`config.mk`:
```
export PLATFORM = sky130hd
export DESIGN_NAME = stacktr_ctrl
export DESIGN_NICKNAME = d
export VERILOG_FILES = /design/src/rtl/river_cfg_pkg.sv /design/src/rtl/stacktr_ctrl_pkg.sv /design/src/rtl/stacktr_ctrl.sv
export SDC_FILE = /design/constraint.sdc
export NUM_CORES = 1
export LEC_CHECK = 0
export ABC_AREA = 1
export CAP_MARGIN = 5
export CELL_PAD_IN_SITES_DETAIL_PLACEMENT = 2
export CELL_PAD_IN_SITES_GLOBAL_PLACEMENT = 2
export CORE_MARGIN = 2
export CORE_UTILIZATION = 21
export DETAILED_ROUTE_END_ITERATION = 6
export HOLD_SLACK_MARGIN = 0.1
export PLACE_DENSITY_LB_ADDON = 0.1
export SKIP_CTS_REPAIR_TIMING = 1
export SLEW_MARGIN = 20
export SYNTH_ARGS = -nofsm -noshare
export SYNTH_HDL_FRONTEND = slang
export SYNTH_SLANG_ARGS = --single-unit
```
`constraint.sdc`:
```
create_clock -name i_clk -period 2.1 [get_ports i_clk]
set_clock_uncertainty 0.05 [all_clocks]
set_input_delay 0.42 -clock i_clk [delete_from_list [all_inputs] [get_ports i_clk]]
set_output_delay 0.42 -clock i_clk [all_outputs]
set_load 0.02 [all_outputs]
```
`src/rtl/river_cfg_pkg.sv`:
```
// -----------------------------------------------------------------------------
// river_cfg_pkg
// Core-wide configuration constants shared by the River CPU blocks.
//   RISCV_ARCH            : integer register / pc width in bits
//   STACK_TRACE_BUF_SIZE  : number of entries in the stack trace buffer
// -----------------------------------------------------------------------------
package river_cfg_pkg;

   localparam int RISCV_ARCH           = 64;
   localparam int STACK_TRACE_BUF_SIZE = 32;

endpackage : river_cfg_pkg

```
`src/rtl/stacktr_ctrl_pkg.sv`:
```
// -----------------------------------------------------------------------------
// stacktr_ctrl_pkg
// Types and constants for the stack trace buffer write-side controller.
//   STACKTR_ABITS          : buffer address width
//   STACKTR_XLEN           : pc / npc width
//   DEPTH                  : number of buffer entries (2**STACKTR_ABITS)
//   stacktr_ctrl_registers : complete register state of stacktr_ctrl
//   stacktr_ctrl_r_reset   : value of that state after reset
// -----------------------------------------------------------------------------
package stacktr_ctrl_pkg;

   import river_cfg_pkg::*;

   localparam int STACKTR_ABITS = $clog2(STACK_TRACE_BUF_SIZE);
   localparam int STACKTR_XLEN  = RISCV_ARCH;
   localparam int DEPTH         = 2 ** STACKTR_ABITS;

   typedef struct packed {
      logic [STACKTR_ABITS:0]      cnt;    // valid entries, 0..DEPTH
      logic [STACKTR_ABITS-1:0]    wptr;   // next write slot
      logic                        ovf;    // sticky: trace lost entries
      logic                        we;     // write strobe to the buffer
      logic [STACKTR_ABITS-1:0]    waddr;  // write address to the buffer
      logic [2*STACKTR_XLEN-1:0]   wdata;  // {pc, npc}
   } stacktr_ctrl_registers;

   localparam stacktr_ctrl_registers stacktr_ctrl_r_reset = '{
      cnt:   '0,
      wptr:  '0,
      ovf:   1'b0,
      we:    1'b0,
      waddr: '0,
      wdata: '0
   };

endpackage : stacktr_ctrl_pkg

```
`src/rtl/stacktr_ctrl.sv`:
```
// -----------------------------------------------------------------------------
// stacktr_ctrl
// Write-side controller of the stack trace buffer. Tracks retired calls and
// returns, keeps the stack depth and write pointer, and issues one registered
// write of {pc, npc} per call. Depth and a sticky overflow flag go to the
// debug port so the debugger knows how many buffer entries are valid.
//
// Configuration macro:
//   RIVER_STACKTR_WRAP_EN  defined   : a call when full overwrites the oldest
//                                      entry (circular trace), sets ovf.
//                          undefined : a call when full is dropped (saturate),
//                                      sets ovf.
//
// Parameters (must match the widths in stacktr_ctrl_pkg, which sizes the
// register struct):
//   abits  buffer address width, DEPTH = 2**abits
//   xlen   pc / npc width
//
// Ports:
//   i_clk      core clock
//   i_rst      synchronous reset, active-high
//   i_e_valid  executor retired an instruction this cycle
//   i_e_pc     pc of the retired instruction
//   i_e_npc    next pc (call target)
//   i_e_call   retired instruction is a call
//   i_e_ret    retired instruction is a return
//   i_clr      debug request to empty the trace
//   o_we       buffer write strobe (one-cycle pulse)
//   o_waddr    buffer write address
//   o_wdata    buffer write data {pc, npc}, pc in the upper half
//   o_cnt      number of valid entries, 0..DEPTH
//   o_wptr     next write slot; top entry is at o_wptr-1
//   o_ovf      sticky overflow flag
// -----------------------------------------------------------------------------
module stacktr_ctrl
   import stacktr_ctrl_pkg::*;
#(
   parameter int abits = STACKTR_ABITS,
   parameter int xlen  = STACKTR_XLEN
) (
   input  logic              i_clk,
   input  logic              i_rst,
   input  logic              i_e_valid,
   input  logic [xlen-1:0]   i_e_pc,
   input  logic [xlen-1:0]   i_e_npc,
   input  logic              i_e_call,
   input  logic              i_e_ret,
   input  logic              i_clr,
   output logic              o_we,
   output logic [abits-1:0]  o_waddr,
   output logic [2*xlen-1:0] o_wdata,
   output logic [abits:0]    o_cnt,
   output logic [abits-1:0]  o_wptr,
   output logic              o_ovf
);

   localparam logic [abits:0] full_cnt = (abits + 1)'(DEPTH);

   stacktr_ctrl_registers r;
   stacktr_ctrl_registers rin;

   logic is_call;
   logic is_ret;
   logic empty;
   logic full;

   assign is_call = i_e_valid & i_e_call;
   assign is_ret  = i_e_valid & i_e_ret;
   assign empty   = (r.cnt == '0);
   assign full    = (r.cnt == full_cnt);

   always_comb begin
      // NOTE: start from the current state so every field has a value on
      // every path; combinational blocks use blocking '=' and infer no latch.
      rin    = r;
      rin.we = 1'b0;   // strobe is a single-cycle pulse

      if (i_clr) begin
         // Clear wins over any event retired in the same cycle.
         rin.cnt  = '0;
         rin.wptr = '0;
         rin.ovf  = 1'b0;
      end else if (is_call && is_ret && !empty) begin
         // Coroutine jump: pop then push replaces the top entry in place.
         rin.we    = 1'b1;
         rin.waddr = r.wptr - 1'b1;
         rin.wdata = {i_e_pc, i_e_npc};
      end else if (is_call) begin
         // Also covers call+ret at cnt==0, which behaves as a plain call.
         if (!full) begin
            rin.we    = 1'b1;
            rin.waddr = r.wptr;
            rin.wdata = {i_e_pc, i_e_npc};
            rin.wptr  = r.wptr + 1'b1;
            rin.cnt   = r.cnt + 1'b1;
         end else begin
            rin.ovf = 1'b1;
`ifdef RIVER_STACKTR_WRAP_EN
            // Overwrite the oldest entry; depth stays saturated at DEPTH.
            rin.we    = 1'b1;
            rin.waddr = r.wptr;
            rin.wdata = {i_e_pc, i_e_npc};
            rin.wptr  = r.wptr + 1'b1;
`endif
         end
      end else if (is_ret && !empty) begin
         rin.wptr = r.wptr - 1'b1;
         rin.cnt  = r.cnt - 1'b1;
      end
   end

   // NOTE: state is updated with non-blocking '<=' so all fields change
   // together at the clock edge.
   always_ff @(posedge i_clk) begin
      if (i_rst) begin
         r <= stacktr_ctrl_r_reset;
      end else begin
         r <= rin;
      end
   end

   assign o_we    = r.we;
   assign o_waddr = r.waddr;
   assign o_wdata = r.wdata;
   assign o_cnt   = r.cnt;
   assign o_wptr  = r.wptr;
   assign o_ovf   = r.ovf;

endmodule : stacktr_ctrl
```
Word-level counts from Yosys, hierarchy flattened --
Index checks and enable logic that the tools add are counted.
Storage, ports and cells: register bits 146, word-level logic and storage cells 34, input bits 134, output and inout port bits 146
Cells by class: bitwise logic cells 4, muxes and demuxes 6, eq/ne operators 3, reductions and logical operators 11, add/sub/neg operators 4
Operator list (count):
- $mux W134 | 3
- $mux W11 | 3
- $reduce_and A3 Y1 | 3
- $add A6 B1 Y6 const B | 1
- $eq A6 B6 Y1 const B | 1
- $logic_not A6 Y1 | 1
- $sub A6 B1 Y6 const B | 1
- $add A5 B1 Y5 const B | 1
- $sub A5 B1 Y5 const B | 1
- $reduce_bool A2 Y1 | 2
- $logic_and A1 B1 Y1 | 3
- $and A1 B1 Y1 | 2
- $ne A2 B1 Y1 const B | 1
- $ne A2 B2 Y1 const B | 1
- $not A1 Y1 | 2
- $reduce_or A2 Y1 | 1
- $logic_not A1 Y1 | 1

Depth between registers and ports, before layout --
depth in word-level cells 5, depth in mapped cells 12, gate-level depth less buffers 11

Worst setup path after synthesis --
Ideal clock, no wire load.
kind input port to flip-flop, start in i_e_valid, end reg r, in the netlist o_cnt[4], cell stages on the path 11, path buffers 1, slack 339 ps, arrival time 1596 ps, data required time 1935 ps, library setup time 115 ps, path through nand2_2 -> buf_6 -> inv_2 -> fa_1 -> nand3b_1 -> nand2_1 -> nand2_1 -> nand2_1 -> nand3_1 -> nand2_1 -> nor2_1
On the way: longest elaborated chain between the ends 5, elaborated cells on any way between the ends 10
RTL lines:
- from (decl) | line stacktr_ctrl.sv:43 | input logic i_e_valid,
- $and A1 B1 Y1 (on tied branches) | line stacktr_ctrl.sv:67, stacktr_ctrl.sv:68
- $logic_and A1 B1 Y1 (2 in series) | line stacktr_ctrl.sv:83 | end else if (is_call && is_ret && !empty) begin
- $not A1 Y1 (no line)
- $reduce_and A3 Y1 (no line)
- to (signal assigned) | line stacktr_ctrl.sv:116 | r <= stacktr_ctrl_r_reset;
- to (signal assigned) | line stacktr_ctrl.sv:118 | r <= rin;
- to (decl) | line stacktr_ctrl.sv:59 | stacktr_ctrl_registers r;
Parallel ways exist; a longest one is shown, timed or not. A chain may end at the register's enable or synchronous reset.

Worst setup path in the final report --
start reg r, in the netlist o_wptr[3], end out o_wptr[3]
RTL lines:
- to (decl) | line stacktr_ctrl.sv:53 | output logic [abits-1:0] o_wptr,
No word-level cell between the ends.

==> impl_metrics.json <==
{
  "dp_slack_ns": -0.172,
  "avgSynthCellArea_um2": 7.59,
  "io_buffers": 279,
  "ys_warn_count": 0,
  "worstSetupPathDepth": 1,
  "cts_tree": "done",
  "synth_cell_types": 27,
  "crit_arrival_ns": 1.54,
  "clk_latency_ns": 0.42,
  "vias_per_cell": 4.21,
  "layoutNonFillerInstCount": 1438,
  "finalMaxSlewViolations": 0,
  "routed_wl_um": 22800,
  "grt_max_degree": 62,
  "synth_cells": 768,
  "p_leak_nw": 3.58,
  "dieArea_um2": 29100,
  "min_from": "i_rst",
  "final_layout_size_suffix_gt1_frac": 0.0912,
  "hold_viol": 0,
  "die_h_um": 171,
  "slowest_stage": "clkdlybuf4s50_1",
  "cp_max_fo": 6,
  "start_util": 0.215,
  "mostFrequentLayoutCell": "nand2_1",
  "maxCapViolCount": 0,
  "path_class": "reg -> out",
  "grt_usage": 0.156,
  "layout.nets": 1194,
  "synth_nets": 910,
  "drt.antenna.violating_nets": 0,
  "final_cell_mix": "317 x nand2_1, 276 x clkdlybuf4s50_1, 145 x dfxtp_1",
  "synth_fa_ha_area_frac": 0.0185,
  "whs_path_depth": 2,
  "rsz0062_at_grt": "false",
  "clkTransAtPathRegs_ns": 0.07,
  "crit_buf_inv": 1,
  "placed_area_um2": 9160,
  "grt_pass1_wl_um": 35300,
  "start_kind": "flip-flop",
  "core_area_um2": 27100,
  "reg2reg_from": "o_cnt[0]",
  "drc": 0,
  "critPathMaxStageDelay_ns": 0.67,
  "yosys.area_share.simple": 0.273,
  "setup_viol": 0,
  "cp_cell_sequence": "clkdlybuf4s50_1",
  "rr_worst_depth": 9,
  "cp-end-kind": "output pin",
  "fp.dieW_um": 171,
  "rrSetupSlack_ns": 0.37,
  "ys_ff_latch": 146,
  "tightest_slew_ns": 0.313,
  "cellPowerDensity_nw_per_um2": 733,
  "place_hpwl_um": 16500,
  "drt_iter0_drc": 172,
  "min_to": "o_wdata[105]",
  "netlist_area_um2": 5830,
  "routed-via-count": 6054,
  "grt_pass1_vias": 6421,
  "period_share": 0.957,
  "dr.pass1.iters": 4,
  "cts_buffer_depth": 2,
  "timing.rr.end": "o_cnt[4]",
  "avgRoutedWirePerCell_um": 15.9,
  "synth-seq-area-share": 0.502,
  "cts_buffers": 17,
  "required_ns": 1.63,
  "total_power_mw": 7.15,
  "hold_class": "in -> reg",
  "rows": 60,
  "area_growth_pct": 67.4,
  "synth_top_family_by_area": "simple AND/OR/NAND/NOR gates",
  "period_needed_ns": 2.01,
  "grt.overflow.total": 0,
  "synth_compound_area_frac": 0.130,
  "maxSlewHeadroom": 0.791,
  "htreeDepth": 4,
  "io_pins": 280,
  "max_freq_ghz": 0.498,
  "clock_sinks": 146,
  "synth.area.mux_share": 0,
  "routabilityCongestion": 0.705,
  "cts_root_buf": "clkbuf_16",
  "crit_family": "buffers and inverters",
  "dp_cells": 1405,
  "final_core_util": 0.360,
  "ir_worst_vdd_mv": 0.348,
  "setup_slack_ns": 0.0904,
  "synth-xor-area-share": 0.00601,
  "status": "completed",
  "antenna_found_initial": 4,
  "final_area_um2": 9760
}
[worst max path at each step]
stage	startpoint	to
finish	o_wptr[3]	o_wptr[3]
floorplan	i_e_valid	o_cnt[4]
global route	o_cnt[2]	o_cnt[2]
CTS	o_wptr[2]	o_wptr[2]
global placement	i_e_valid	o_cnt[5]
detailed placement	i_e_valid	o_cnt[5]
[Yosys cell counts (all sizes together)]
master	instances	area, um^2
nand2	333	1290
dfxtp	146	2920
a21oi	141	739
buf	32	251
nor2	31	150
inv	29	109
nand3	19	95.1
clkbuf	15	56.3
ha	7	87.6
nand3b	4	30.0
xor2	4	35.0
nand4	3	18.8
o21ai	2	10.0
fa	1	20.0
o21a	1	7.51
[power by group]
part	switching (mW)	internal (mW)
Combinational	0.554	0.575
Sequential	0.0658	2.87
Clock	1.32	1.77
Total	1.94	5.22
[layer usage]
metal,share of wire,GRT usage,wire length (um)
met2,0.47,0.260,10800
met3,0.072,0.0562,1650
met1,0.44,0.186,9980
met5,0.00070,0,16
met4,0.017,0.0517,386
[area by class of cell]
cell class,instances,area [um^2]
inverter,29,111
multi-input combinational,546,2490
clock buffer,18,429
sequential,146,2920
timing repair buffer,312,3180
tap,372,465
fill,3112,17300
antenna,2,5.00
clock inverter,13,153
[cells by family after synthesis]
kind of cell / count (synthesis)
AO/OA/AOI/OAI: 144
XOR/XNOR: 4
adder cells (fa/ha/maj): 8
buffers and inverters: 76
flip-flops: 146
AND/OR/NAND/NOR: 390
[through the flow]
step / TNS (ns) / hold slack [ns]
2_1_floorplan: 0 / 0.490
3_3_place_gp: -9.30 / 0.401
3_5_place_dp: -14.19 / 0.406
4_1_cts: 0 / 0.321
5_1_grt: 0 / 0.326
6_report: 0 / 0.334
[registers in the layout, summed over array words and instances (netlist names)]
name and count:
o_wdata 128, o_cnt 6, o_waddr 5, o_wptr 5
o_ovf 1, o_we 1
Power figures use the tool's default switching activity.
